`config.mk`:
```
export PLATFORM = sky130hd
export DESIGN_NAME = branch_unit_bht
export DESIGN_NICKNAME = d
export VERILOG_FILES = /design/src/rtl/branch_unit_bht.sv
export SDC_FILE = /design/constraint.sdc
export NUM_CORES = 1
export LEC_CHECK = 0
export BUFFER_PORTS_ARGS = -buffer_cell sky130_fd_sc_hd__buf_2
export CORE_ASPECT_RATIO = 1.2
export CORE_MARGIN = 10
export CORE_UTILIZATION = 45
export DETAILED_ROUTE_END_ITERATION = 8
export PLACE_DENSITY_LB_ADDON = 0.1
export SYNTH_ARGS = -nofsm -noshare
export SYNTH_HDL_FRONTEND = slang
export SYNTH_SLANG_ARGS = --single-unit
```
`constraint.sdc`:
```
create_clock -name clk -period 5.39 [get_ports clk]
set_input_delay 1.3475 -clock clk [delete_from_list [all_inputs] [get_ports clk]]
set_output_delay 1.3475 -clock clk [all_outputs]
set_load 0.1 [all_outputs]
```
`src/rtl/branch_unit_bht.sv`:
```
// branch_unit_bht: EX branch resolution with a 2-bit saturating-counter BHT
// for IF prediction, misprediction flagging and saturating perf counters.
module branch_unit_bht #(
    parameter int XLEN      = 32,
    parameter int BHT_DEPTH = 64,
    parameter int IDX_LSB   = 2,
    parameter int CNT_W     = 32
) (
    input  logic             clk,
    input  logic             rst_n,
    input  logic [XLEN-1:0]  if_pc,
    output logic             if_pred_taken,
    input  logic             ex_valid,
    input  logic [2:0]       ex_branch_type,
    input  logic [XLEN-1:0]  ex_pc,
    input  logic [XLEN-1:0]  ex_op1,
    input  logic [XLEN-1:0]  ex_op2,
    input  logic             ex_pred_taken,
    output logic             ex_taken,
    output logic             ex_mispredict,
    input  logic             bht_clear,
    input  logic             perf_clear,
    output logic [CNT_W-1:0] perf_br_cnt,
    output logic [CNT_W-1:0] perf_miss_cnt
);
    localparam int IW = $clog2(BHT_DEPTH);

    logic [1:0]    bht [BHT_DEPTH];
    logic          is_br, cond, eq, lt, ltu;
    logic [IW-1:0] rd_idx, wr_idx;
    logic [1:0]    cur;

    assign rd_idx = if_pc[IDX_LSB +: IW];
    assign wr_idx = ex_pc[IDX_LSB +: IW];
    assign eq     = ex_op1 == ex_op2;
    assign lt     = $signed(ex_op1) < $signed(ex_op2);
    assign ltu    = ex_op1 < ex_op2;
    assign is_br  = ex_valid && ex_branch_type != 3'd0 && ex_branch_type != 3'd7;
    assign cur    = bht[wr_idx];

    always_comb begin
        cond = ex_branch_type == 3'd1 ? eq :
               ex_branch_type == 3'd2 ? !eq :
               ex_branch_type == 3'd3 ? lt :
               ex_branch_type == 3'd4 ? ltu :
               ex_branch_type == 3'd5 ? !lt :
               ex_branch_type == 3'd6 ? !ltu : 1'b0;
    end

    assign ex_taken      = is_br && cond;
    assign ex_mispredict = is_br && (ex_taken != ex_pred_taken);
    assign if_pred_taken = bht[rd_idx][1];

    // Clear wins over a same-cycle update; no read bypass of the written entry.
    always_ff @(posedge clk or negedge rst_n) begin
        if (!rst_n) begin
            for (int i = 0; i < BHT_DEPTH; i++) bht[i] <= 2'b01;
        end else if (bht_clear) begin
            for (int i = 0; i < BHT_DEPTH; i++) bht[i] <= 2'b01;
        end else if (is_br) begin
            bht[wr_idx] <= ex_taken ? (cur == 2'b11 ? cur : cur + 2'b01)
                                    : (cur == 2'b00 ? cur : cur - 2'b01);
        end
    end

    always_ff @(posedge clk or negedge rst_n) begin
        if (!rst_n) begin
            perf_br_cnt   <= '0;
            perf_miss_cnt <= '0;
        end else if (perf_clear) begin
            perf_br_cnt   <= '0;
            perf_miss_cnt <= '0;
        end else begin
            if (is_br && !(&perf_br_cnt)) perf_br_cnt <= perf_br_cnt + 1'b1;
            if (ex_mispredict && !(&perf_miss_cnt)) perf_miss_cnt <= perf_miss_cnt + 1'b1;
        end
    end
endmodule

```
* Yosys cells after proc, flatten, opt, wreduce, memory -nomap -nowiden *
Cells that the tools add are included.

cells by class
  $add $sub $neg = 4
  reduce and logical (&&, ||, !) cells = 19
  multiply operators = 0
  equality and inequality tests = 10
  $lt $le $gt $ge = 5
  bitwise gates (word level) = 2
  divide/modulo/power cells = 0
  shift-type cells = 0
  mux-type cells = 24

operator list
  kind                   number
  $mux 128               2
  $bwmux 128             1
  $mux 32                4
  $add 32x1->32 const B  2
  $lt 32x32->1           2
  $reduce_and 32->1      2
  $eq 32x32->1           1
  $bmux 2 s6             2
  $mux 2                 8
  $ge 7x7->1 const B     2
  $not 6->7              2
  $demux 2 s6            1
  $eq 3x3->1 const B     3
  $logic_and 1x1->1      7
  $lt 7x1->1 const B     1
  $eq 3x2->1 const B     2
  $mux 1                 6
  $reduce_bool 2->1      3
  $logic_not 1->1        5
  $eq 3x1->1 const B     1
  $ne 3x3->1 const B     1
  $reduce_bool 3->1      1
  $add 2x1->2 const B    1
  $eq 2x2->1 const B     1
  other kinds (3)        3

word-level totals
  register bits = 192
  memories kept = 0
  ROM bits = 0
  output and inout port bits = 67
  bits in latches = 0
  logic and storage cells = 130
  memory bits (writable) = 0
  input bits = 137

* Depth between registers and ports, before layout *
Gate-level depths: netlist of run 1.

  depth after elaboration = 14
  depth in mapped cells = 13

* Least setup slack after synthesis of run 1 *
No wires, ideal clock.

  path type = input-to-output
  start point = input port ex_op2[31]
  end point = output port ex_mispredict
  arrival = 5,592 ps
  buffers on the path = 2
  path slack = -1,550 ps
  required time = 4,043 ps
  cell stages on the path = 12
  path through = inv_1 > ha_1 > nand4_1 > nor2_1 > a221o_1 > a211o_1 > or2_1 > a211oi_2 > a222oi_1 > buf_2 > buf_4 > inv_1

on the way
  word-level cells in the longest chain between the ends = 11
  elaborated cells between the ends (all ways) = 15
  classes of those cells = order compare (2); eq/ne (2); mux (6); reduce/logical (5)

RTL lines
  item                 RTL line  RTL
  from (decl)          17        input logic [XLEN-1:0] ex_op2,
  $lt 32x32->1         37        assign ltu = ex_op1 < ex_op2;
  $logic_not 1->1      47        ex_branch_type == 3'd6 ? !ltu : 1'b0;
  $mux 1               47
  $mux 1               46        ex_branch_type == 3'd5 ? !lt :
  $mux 1               45        ex_branch_type == 3'd4 ? ltu :
  $mux 1               44        ex_branch_type == 3'd3 ? lt :
  $mux 1               43        ex_branch_type == 3'd2 ? !eq :
  $mux 1 *             42        cond = ex_branch_type == 3'd1 ? eq :
  $logic_and 1x1->1 *  50        assign ex_taken = is_br && cond;
  via ex_taken         19        output logic ex_taken,
  $ne 1x1->1 *         51        assign ex_mispredict = is_br && (ex_taken != ex_pred_taken);
  $logic_and 1x1->1 *  51
  to (decl)            20        output logic ex_mispredict,

Mark *: on every way through the listed nets, which the timed path passes. The rest lies on a longest branch.

* Worst setup path in the final report of run 1 *
  start point = input port ex_op2[15]
  end point = output port ex_mispredict

on the way
  word-level cells in the longest chain between the ends = 11
  elaborated cells between the ends (all ways) = 15
  classes of those cells = order compare (2); eq/ne (2); mux (6); reduce/logical (5)

RTL lines
  item                 RTL line
  $lt 32x32->1         37
  $logic_not 1->1      47
  $mux 1               47
  $mux 1               46
  $mux 1               45
  $mux 1               44
  $mux 1               43
  $mux 1 *             42
  $logic_and 1x1->1 *  50
  $ne 1x1->1 *         51
  $logic_and 1x1->1 *  51

Every way passes the cells marked *; elsewhere a longest branch is shown, timed or not.

==> results of run 1 <==
## metal layers
metal  wire [um]  vias to the layer above  GRT usage
li1            -                     4679          -
met1       14000                     4786      0.271
met2       16500                      347      0.359
met3        2290                       60     0.0472
met4         965                        2     0.0754
met5          11                        -          0
## worst min-delay path by stage
stage / start / end / slack [ns]
floorplan: bht[35] / bht[35] / 0.49
global placement: bht[9] / bht[9] / 0.51
detailed placement: bht[85] / bht[85] / 0.52
CTS: bht[85] / bht[85] / 0.54
global route: bht[97] / bht[97] / 0.57
finish: bht[93] / bht[93] / 0.54
## sequential cells by signal (all words and copies together), names as in the netlist
name           cells
perf_br_cnt       32
perf_miss_cnt     32
bht              128
## placed cells by master, fill, tap and decap left out, drive strengths merged, types with 9 or more instances in the layout
| cell | instances |
|---|---|
| nand2 | 105 |
| o21ai | 207 |
| buf | 186 |
| o31ai | 12 |
| a22oi | 15 |
| or4 | 13 |
| nand3 | 102 |
| a221oi | 12 |
| nor2 | 66 |
| nor3 | 22 |
| clkbuf | 19 |
| mux2 | 39 |
| mux4 | 22 |
| a221o | 9 |
| ha | 34 |
| and4 | 11 |
| nand4 | 22 |
| dfstp | 64 |
| a21oi | 38 |
| inv | 47 |
| dfrtp | 128 |
| xor2 | 22 |
| nor2b | 27 |
| and3 | 15 |
## tightest hold or removal path, delay by kind of cell, from the launching register on
kind,cells,cell delay (ns)
DFF,1,0.36
and+or+nand+nor,1,0.07
AOI/OAI and AO/OA,1,0.07
## area by class of cell
| class | instances | area, um2 |
|---|---|---|
| inverter | 42 | 196 |
| sequential | 192 | 4880 |
| timing repair buffer | 188 | 1120 |
| clock buffer | 17 | 425 |
| fill | 2310 | 11300 |
| clock inverter | 15 | 169 |
| tap | 325 | 407 |
| multi-input combinational | 887 | 6040 |
| antenna | 2 | 5.00 |
## power groups by stage
stage / sequential, mW / clock [mW] / combinational [mW]
after floorplan: 1.51 / 0 / 0.236
after global placement: 1.49 / 0 / 0.428
after detailed placement: 1.49 / 0 / 0.433
after CTS: 1.46 / 1.31 / 0.434
after global routing: 1.47 / 1.38 / 0.478
final: 1.46 / 1.29 / 0.440
## stage by stage
stage / worst slack (ns) / hold WS [ns] / total power [mW] / std cells
2_1_floorplan: -0.604 / 0.489 / 1.75 / 1201
3_3_place_gp: -0.0213 / 0.508 / 1.92 / 1631
3_5_place_dp: -0.0497 / 0.520 / 1.92 / 1631
4_1_cts: 0.00594 / 0.538 / 3.21 / 1663
5_1_grt: -0.0477 / 0.568 / 3.32 / 1667
6_report: 0.140 / 0.535 / 3.19 / 1668
## what timing repair did
action | in CTS | in global routing
gates resized for setup | 1 | 9
endpoints found under the setup margin | 1 | 1
pin swaps | 0 | 10
setup buffers | 0 | 3
## kinds of logic after synthesis
kind of cell    count (synthesis)  share of synthesized area
simple gates                  419                      0.189
compound gates                336                      0.178
flops                         192                      0.438
buf+inv                       122                     0.0422
mux                            66                     0.0884
fa+ha+maj                      36                     0.0400
xor+xnor                       30                     0.0236
==> flow_summary.ini, run 1 <==
[power]
p_switching_mw = 0.932
intPower_mw = 2.26
p_clk_frac = 0.404
vdd_drop_max_uv = 189
powerDensity_nw_per_um2 = 241
comb_power_share = 0.138
seqPwrFrac = 0.459
sw_frac_of_total = 0.292
leakage_nw = 5.58

[min_path]
whs_path_depth = 2
hold_class = flop to flop

[worst_setup_path]
crit_path_start_kind = input port
crit_chain = clkbuf_4 > inv_12 > ha_4 > nand4_1 > nor2_1 > a221o_1 > o31a_1 > or2_4 > mux2_2 > a222oi_1 > buf_4 > clkinvlp_4 > buf_12
critPathLaunch = ex_op2[15]
crit-reg2reg-capture = perf_br_cnt[19]
critPathArrivalTime_ns = 3.90
worstPathMaxFanout = 3
reg2reg_from = perf_br_cnt[12]
worstSetupPathType = input port to output pin
max_stage_delay_ns = 0.35
cp.required_ns = 4.04
slowest_stage = a221o_1
crit_buf_inv = 5
r2r_setup_slack_ns = 2.41
endpoint_kind = output pin
r2r_cells = 9
crit_cells = 13
endpoint = ex_mispredict
cp_top_family = compound AO/OA/AOI/OAI gates

[drt]
viasPerCell = 5.92
drt-pass1-iter-count = 7
drt-initial-drc-count = 850
drt-total-wl_mm = 33.7
wl_per_cell_um = 20.2
drtAntennaViolNets = 0
drc = 0
vias = 9874

[placed_design]
placed_area_um2 = 12600
dpl.hpwl_mm = 23.0
place_congestion = 0.885
portBuffers = 151

[grt]
grt_max_degree = 103
gr-total-overflow = 0
grt_pass1_wl_mm = 54.3
grt_usage = 0.216
antenna_found_initial = 3
grt_pass1_vias = 9927

[synthesis]
async_reset_ff_frac = 1.00
syn_area_per_cell_um2 = 9.28
ys_top_cells_by_area = dfrtp_1 (29%), dfstp_2 (15%), o21ai_0 (9.1%)
ys_warn_count = 0
yosys-top-cells-count = o21ai_0 (202), dfrtp_1 (128), nand2_1 (105), nand3_1 (102), nor2_1 (65)
ys_ff_latch = 192
synthFlopType = dfrtp_1
yosysTopAreaCellShare = 0.287
yosys.cell_types.count = 64
netlist_instances = 1201
synth_fp_nets = 1372
yosys.area.top_type = dfrtp_1
synthesis.area_um2 = 11100
yosysMostFrequentCell = o21ai_0
yosysSeqAreaShare = 0.438
synth_edf_count = 0

[die]
rows = 63
die_w_um = 164
die_area_um2 = 31500
pin_count = 204
start_util = 0.453
die-height_um = 192
core-area_um2 = 24600

[clocking]
clk_path_buf_depth = 2
cts_sinks = 192
htreeDepth = 4
clock_latency_ns = 0.45
path_clk_slew_ns = 0.08
ctsRootBufferMaster = clkbuf_16
hold_buffers = 0
cts_buffers = 17
cts_tree = done

[timing]
finalCriticalPeriod_ns = 5.25
setup-violations-final = 0
post-route-period-util = 0.974
finalMaxSlewViolations = 0
finalSetupTns_ns = 0
max-slew-margin-rel = 0.238
hold_viol_final = 0
tightest_slew_ns = 1.13
clock_skew_ns = 0.0108
max_freq_mhz = 190

[finish]
fin_nets = 1499
synthToLayoutAreaGrowth_pct = 18.9
final_util = 0.539
drive_above_1_share = 0.276
design_area_um2 = 13200

[outcome]
status = completed

[job]
drv_cap = 0
No activity file was read; power rests on OpenSTA's default activity.
==> inputs of run 2 (changes only) <==
- REMOVE_ABC_BUFFERS: default -> 1
- clock period: 5.39 -> 6.3 ns (I/O delays scaled with it)
==> run 2 against run 1 <==
Net effect: die area did not move; global-route usage shrank 0.37 points; cell count shrank 0.54%; routed wire length is 0.52% lower; register-to-register slack improved by 0.82 ns; highest routed layer is now met4; largest cell class unchanged; non-clock buffer count decreased by 8; clock-buffer cell count rose by 3; sequential share of layout area up 1.2 points; critical endpoint unchanged; total power decreased by 16%; via count down 1.2%.
==> flow_summary.ini, run 2 (same netlist as run 1, synthesis figures left out) <==
[outcome]
status = completed

[clocking]
cts_sinks = 192
clock_latency_ns = 0.44
clk_path_buf_depth = 2
hold_buffers = 0
cts_resized = 0
ctsRootBufferMaster = clkbuf_16
htreeDepth = 4
cts_tree = done
post-cts-setup-buffers = 0
path_clk_slew_ns = 0.07
cts_buffers = 17

[drt]
vias = 9754
met1Wirelength_mm = 14.3
dr_wl_met2_mm = 16.6
drtAntennaViolNets = 0
drt-total-wl_mm = 33.6
drc = 0
dr_wl_met3_mm = 1.93
drt-initial-drc-count = 832
wl_per_cell_um = 20.2
top_layer = met4
viasPerCell = 5.88
drt-pass1-iter-count = 5

[timing]
finalSetupTns_ns = 0
setup-violations-final = 0
max-slew-margin-rel = 0.321
post-route-period-util = 0.961
finalCriticalPeriod_ns = 6.06
finalMaxSlewViolations = 0
clock_skew_ns = 0.0169
tightest_slew_ns = 1.01
max_freq_mhz = 165
rsz0062_at_grt = false
hold_viol_final = 0

[min_path]
hold_class = flop to flop

[grt]
antenna_found_initial = 0
grt_pass1_vias = 9806
gr-total-overflow = 0
grt_pass1_wl_mm = 53.5
grt_max_degree = 105
grt_usage = 0.212

[worst_setup_path]
cp.required_ns = 4.72
endpoint_kind = output pin
cpMostUsedCell = buf_2
cp_top_family = compound AO/OA/AOI/OAI gates
max_stage_delay_ns = 0.44
crit_buf_inv = 4
crit_path_start_kind = input port
crit_chain = buf_2 > ha_1 > a21oi_1 > o21ai_0 > a221o_1 > a211o_1 > or2_1 > a211oi_2 > a222oi_1 > buf_4 > inv_1 > buf_2
critPathArrivalTime_ns = 4.48
worstSetupPathType = input port to output pin
slowest_stage = a211oi_2
worstPathMaxFanout = 4

[finish]
synthToLayoutAreaGrowth_pct = 15.2
drive_above_1_share = 0.247
largest_register = bht
fin_nets = 1491
largest_reg_flops = 128
largestRegisters = bht: 128 flops, perf_br_cnt: 32 flops, perf_miss_cnt: 32 flops
design_area_um2 = 12800
stdcell_count = 1659
final_util = 0.522
layout_common_cells = o21ai_0 (202), buf_2 (150), dfrtp_1 (128)
layout_commonest_cell = o21ai_0

[placed_design]
dpl.hpwl_mm = 22.9
portBuffers = 151
placed_area_um2 = 12200
place_inst = 1626
place_congestion = 0.846

[power]
leakage_nw = 5.52
powerDensity_nw_per_um2 = 210
vdd_drop_max_uv = 167

[die]
pin_count = 204
die_area_um2 = 31500
rows = 63
start_util = 0.453
die_w_um = 164
die-height_um = 192
core-area_um2 = 24600

[job]
drv_cap = 0
## run 2: cell types whose count changed in the layout (fill, tap and decap cells not counted), sizes merged
cell,previous run,this run
clkinvlp,1,0
buf,186,179
diode,2,1
clkinv,8,6
bufinv,1,0
inv,47,48
clkbuf,19,21
## run 2: path summary, 6_finish.rpt
| check | startpoint | end | slack, ns | cells past startpoint |
|---|---|---|---|---|
| max | ex_op1[23] | ex_mispredict | 0.24 | 12 |
| min | bht[67] | bht[67] | 0.54 | 2 |
| max reg2reg | perf_miss_cnt[3] | perf_miss_cnt[29] | 3.23 | 10 |
| min reg2reg | bht[67] | bht[67] | 0.54 | 2 |
| max in group asynchronous | rst_n | bht[73] | 3.84 | 2 |
| min in group asynchronous | rst_n | bht[1] | 1.26 | 1 |
## run 2: worst register-to-register path, cell delays in order (launching register included)
cell,delay [ns]
dfrtp_1,0.45
and4_1,0.26
and3_1,0.20
and3_1,0.21
nand2_1,0.15
nor3_1,0.08
and4_1,0.34
buf_4,0.29
or4_1,0.57
or3_1,0.32
a21oi_1,0.14
## run 2: metrics by stage
step	setup WS (ns)	power (mW)	hold slack (ns)
after global routing	0.0794	2.80	0.562
after global placement	0.255	1.61	0.513
after detailed placement	0.258	1.62	0.521
after CTS	0.240	2.71	0.540
final	0.244	2.69	0.535
after floorplan	-2.84	1.44	0.489
## run 2: power breakdown
part | internal [mW] | leakage [nW] | switching [mW]
combinational | 0.101 | 2.77 | 0.242
sequential | 1.24 | 2.46 | 0.00753
clock | 0.561 | 0.291 | 0.533
total | 1.91 | 5.52 | 0.783
## run 2: area by class of cell
| cell class | count | area, um2 |
|---|---|---|
| Fill cell | 2380 | 11800 |
| Multi-Input combinational cell | 887 | 5800 |
| Sequential cell | 192 | 4880 |
| Timing Repair Buffer | 180 | 995 |
| Clock buffer | 20 | 468 |
| Tap cell | 325 | 407 |
| Inverter | 42 | 158 |
| Clock inverter | 12 | 119 |
| Antenna cell | 1 | 2.50 |
## run 2: metal layers
metal	global-route usage	vias up
li1	-	4646
met1	0.268	4800
met2	0.356	261
met3	0.0478	47
met4	0.0616	0
met5	0	-
